==> src/rtl/f7_stream_accumulator.sv <==
// ---------------------------------------------------------------------------
// f7_stream_accumulator: expands 7-bit floats and sums N_SAMPLES per frame
// with saturation, then presents one frame result per handshake.  Rev 1.0
// ---------------------------------------------------------------------------
`default_nettype none

module f7_stream_accumulator #(
  parameter int N_SAMPLES = 8,
  parameter int SUM_W     = 14,
  parameter int CNT_W     = 8
) (
  input  logic             clk,
  input  logic             rst,
  input  logic             in_valid,
  output logic             in_ready,
  input  logic [6:0]       in_float,
  input  logic             flush,
  output logic             out_valid,
  input  logic             out_ready,
  output logic [SUM_W-1:0] out_sum,
  output logic [CNT_W-1:0] out_count,
  output logic             out_sat
);

  typedef enum logic [0:0] {
    ACC  = 1'b0,
    HOLD = 1'b1
  } state_t;

  state_t             state;
  logic [SUM_W-1:0]   acc_sum;
  logic [CNT_W-1:0]   acc_cnt;
  logic               acc_sat;

  logic [10:0]        value;
  logic [SUM_W:0]     sum_wide;
  logic [SUM_W-1:0]   sum_add;
  logic               sat_add;
  logic [CNT_W-1:0]   cnt_add;
  logic               accept;
  logic               last;
  logic               close;

  // e==0 is the denormal range; otherwise the implicit leading one is restored.
  always_comb begin
    value = 11'd0;
    if (in_float[6:4] == 3'd0) begin
      value = {7'd0, in_float[3:0]};
    end else begin
      value = {6'd0, 1'b1, in_float[3:0]} << (in_float[6:4] - 3'd1);
    end
  end

  assign in_ready = (state == ACC) && !rst;
  assign accept   = in_valid && in_ready;

  assign sum_wide = {1'b0, acc_sum} + {{(SUM_W-10){1'b0}}, value};
  assign sum_add  = sum_wide[SUM_W] ? {SUM_W{1'b1}} : sum_wide[SUM_W-1:0];
  assign sat_add  = acc_sat | sum_wide[SUM_W];
  assign cnt_add  = acc_cnt + CNT_W'(1);

  assign last  = accept && (cnt_add == CNT_W'(N_SAMPLES));
  // A flush only closes a frame that holds at least one sample.
  assign close = (state == ACC) &&
                 (last || (flush && (accept || (acc_cnt != '0))));

  always_ff @(posedge clk) begin
    if (rst) begin
      state     <= ACC;
      acc_sum   <= '0;
      acc_cnt   <= '0;
      acc_sat   <= 1'b0;
      out_valid <= 1'b0;
      out_sum   <= '0;
      out_count <= '0;
      out_sat   <= 1'b0;
    end else begin
      case (state)
        ACC: begin
          if (accept) begin
            acc_sum <= sum_add;
            acc_cnt <= cnt_add;
            acc_sat <= sat_add;
          end
          if (close) begin
            out_sum   <= accept ? sum_add : acc_sum;
            out_count <= accept ? cnt_add : acc_cnt;
            out_sat   <= accept ? sat_add : acc_sat;
            out_valid <= 1'b1;
            state     <= HOLD;
          end
        end
        HOLD: begin
          if (out_ready) begin
            out_valid <= 1'b0;
            acc_sum   <= '0;
            acc_cnt   <= '0;
            acc_sat   <= 1'b0;
            state     <= ACC;
          end
        end
        default: state <= ACC;
      endcase
    end
  end

endmodule

`default_nettype wire

==> config.mk <==
export PLATFORM = sky130hd
export DESIGN_NAME = f7_stream_accumulator
export DESIGN_NICKNAME = d
export VERILOG_FILES = /design/src/rtl/f7_stream_accumulator.sv
export SDC_FILE = /design/constraint.sdc
export NUM_CORES = 1
export LEC_CHECK = 0
export ABC_AREA = 1
export CELL_PAD_IN_SITES_DETAIL_PLACEMENT = 1
export CELL_PAD_IN_SITES_GLOBAL_PLACEMENT = 1
export CORE_MARGIN = 5
export CORE_UTILIZATION = 36
export CTS_BUF_LIST = sky130_fd_sc_hd__clkbuf_8
export DETAILED_ROUTE_END_ITERATION = 10
export PLACE_DENSITY = 0.75
export SYNTH_ARGS = -nofsm -noshare
export SYNTH_HDL_FRONTEND = slang
export SYNTH_SLANG_ARGS = --single-unit
==> constraint.sdc <==
create_clock -name clk -period 2.9 [get_ports clk]
set_input_delay 0.58 -clock clk [delete_from_list [all_inputs] [get_ports clk]]
set_output_delay 0.58 -clock clk [all_outputs]
set_load 0.03 [all_outputs]
==> metrics.md <==
| Metric | Value |
|---|---|
| CTS root buffer | clkbuf_8 |
| Gp weighted congestion | 0.851 |
| Critical Path Slowest Stage Cell | fa_2 |
| Commonest cells after routing, fill and taps aside | 153 x nand2_1, 72 x inv_1, 70 x nor2_1, 68 x buf_4, 48 x dfxtp_1 |
| Layout cell share with drive strength beyond 1 | 31.5% |
| Rows | 35 |
| Chip Height | 106 µm |
| CTS tree | built |
| Post-Syn Area per Cell | 5.87 µm² |
| Dpl hpwl | 8770 µm |
| Failing checks | negative setup slack |
| Starting Density | ~36% |
| Drt drc | 0 |
| RSZ-0062 raised after global routing | yes |
| Max-Cap Viols | 0 |
| Setup slack after layout | -0.0707 ns |
| Sink Count | 48 |
| Initial antenna violation count | 1 |
| CTS clock-pin slew for the worst setup and hold paths | 0.11 ns |
| Worst-Margin Slew | 0.414 ns |
| Highest Clock Rate | about 340 MHz |
| GRT Util Overall | 22.0% |
| Max Fanout on Critical Path | 4 |
| CTS Buf Count | 5 |
| Slowest cell delay on critical path | around 0.40 ns |
| Most Frequent Cell on Critical Path | nand2_1 |
| Worst path cell trace | dlygate4sd2_1 > inv_2 > ha_4 > inv_1 > nor2_4 > inv_4 > buf_4 > o22ai_4 > inv_1 > fa_2 > inv_2 > nand3_2 > nand3_4 > nand2_1 > nand2_1 > nand2_1 > nand3_1 > nand3_2 > nor2_1 > nor2_1 |
| Pwr/cell area | around 600 nW/µm² |
| Buf/Inv on CP | 7 |
| Synth cell types | 30 |
| Hold Path Sink | out_valid$_SDFFE_PP0P_ |
| Reg-to-reg endpoint | out_sum[2]$_SDFFE_PP0P_ |
| Clock buffer depth | 2 |
| Family with the most delay on the worst path | simple AND/OR/NAND/NOR gates |
| Setup_tns | -0.565 ns |
| Post-Place Worst Slack | -0.804 ns |
| Layout area overhead | 51.8% |
| Max H-tree Level | 2 |
| PortBufs | 36 |
| Min Tclk post-route | 2.97 ns |
| Setup Viol. Count Final | 17 |
| Hold Path Origin | out_valid$_SDFFE_PP0P_ |
| Syn Inst Count | 566 |
| Largest net degree at the start of global routing | 35 |
| Crit path required time | about 3.1 ns |
| WL per Instance | 17.9 µm |
| Leak Pwr | 2.45 nW |
| Yosys synthesis warning count | 0 |
| Kind of critical path | input port to flip-flop |
| Period utilization | 102% |
| R2r setup slk | 0.88 ns |
| Post-synthesis sequential area ratio | 28.9% |
| Worst-skew pair later-pin latency | 0.31 ns |
| Net count, final | 694 |
| Status | finished, violations left |
| Worst hold path type | flip-flop to flip-flop |
| Max-slew violation count | 0 |
| First-pass GRT wire length | 20100 µm |
| Post-Route WL | 13900 µm |
| WP depth | 20 |
| Core area | 9110 µm² |
| 1st-pass router iterations | 4 |
| Die width | 106 µm |
| Crit. End Element | flip-flop |
| Critical Path AT | 3.19 ns |
| Syn_nets | 595 |
| #FFs+latches synth | 48 |
| Worst hold slack | 0.483 ns |
| Clk_skew | ~0.015 ns |
| Most common cell after layout, fill and taps aside | nand2_1 |
| CP startpoint kind | input port |
| Starting DRT DRC Count | between 100 and 150 |
| Hold Crit Depth | 2 |
| Post-route ant nets | 0 |
| Worst r2r src | acc_cnt[0]$_SDFFE_PP0P_ |
| Reg2reg path depth | 12 |
| Fin. Hold Viols | 0 |
| Remaining Overflow, GRT | 0 |
| Total Die Area | 11300 µm² |
| Via count | roughly 4000 |
| Slew HR | roughly 70% |
| CTS Hold Bufs | 0 |
| Io pins | 37 |
| Vias in the first global route | between 4000 and 5000 |
| Max IR drop VDD | 0.353 mV |
| Post-Syn Area | roughly 3300 µm² |
| Drt via density | 5.18 |
[layer usage]
metal  wire length [µm]  GRT usage [%]  vias up  part of all wire, %
met3                432           2.73       30                  3.1
met2               7460           42.1       79                   54
met5                  0              0        -                    0
met4                453           8.05        0                  3.2
met1               5590           24.6     1980                   40
li1                   -              -     1943                    -
[report_power, final]
| part | switching [mW] | total, mW | internal (mW) |
|---|---|---|---|
| clock | 0.248 | 0.530 | 0.283 |
| combinational | 0.935 | 1.56 | 0.624 |
| sequential | 0.100 | 0.886 | 0.786 |
[worst max-delay path by stage]
stage | start | to | slack [ns]
2_1_floorplan | in_float[4] | out_sum[8]$_SDFFE_PP0P_ | 0.01
3_3_place_gp | in_float[4] | out_sum[11]$_SDFFE_PP0P_ | -0.66
3_5_place_dp | in_float[4] | out_sum[12]$_SDFFE_PP0P_ | -0.80
4_1_cts | in_float[2] | out_sum[3]$_SDFFE_PP0P_ | 0.02
5_1_grt | in_float[5] | out_sum[4]$_SDFFE_PP0P_ | -0.20
6_report | in_float[5] | out_sum[8]$_SDFFE_PP0P_ | -0.07
[state kept, by name (all words and copies together) (netlist names)]
register	cells
out_count	8
out_sat	1
acc_sat	1
out_valid	1
acc_sum	14
out_sum	14
state	1
acc_cnt	8
[stage by stage]
stage                     power, mW  std cells  area [µm²]  utilization (%)
after global placement         2.14        749        4160             45.6
after CTS                      2.83        770        4670             51.3
after detailed placement       2.18        749        4160             45.6
final                          2.98        778        5050             55.4
after global routing           3.17        778        5050             55.4
after floorplan                1.69        566        3360                -
[tightest hold or removal path, cell delays in order (launching register included)]
cell and delay [ns]:
dfxtp_1 0.33, inv_1 0.05, a21oi_1 0.06
[final cells by class]
cell class | instances | area, µm²
fill | 1212 | 4060
multi-input combinational | 412 | 2570
sequential | 48 | 961
timing repair buffer | 106 | 892
inverter | 92 | 360
tap | 111 | 139
clock buffer | 6 | 82.6
clock inverter | 2 | 38.8
antenna | 1 | 2.50
[repair_timing]
action	CTS	global route
setup endpoints to repair	30	30
pin swaps	42	61
resized for setup	85	86
buffers inserted	13	7
endpoints found under the hold margin	0	0
[Yosys cell counts, drive strengths merged]
cell type	instances	area share [%]
o22ai	16	3.0
dfxtp	48	29
a31oi	1	0.19
nor3	2	0.30
nand4	6	1.1
o21ai	20	3.0
xor2	4	1.1
buf	5	1.1
a211oi	1	0.23
o21a	2	0.45
or2	1	0.19
ha	16	6.0
nand3	39	5.9
fa	1	0.60
a21oi	12	1.8
inv	92	10
clkbuf	9	1.0
nor2	90	11
nand3b	3	0.68
and2	2	0.38
nand2	195	23
a22oi	1	0.23
[logic make-up after synthesis]
group	Yosys count	synth area share, %
and+or+nand+nor	338	41.9
buffers and inverters	106	12.6
AOI/OAI and AO/OA	53	8.92
DFF	48	28.9
adders and majority gates	17	6.63
xor gates and xnor gates	4	1.05
(Power assumes the default switching activity.)
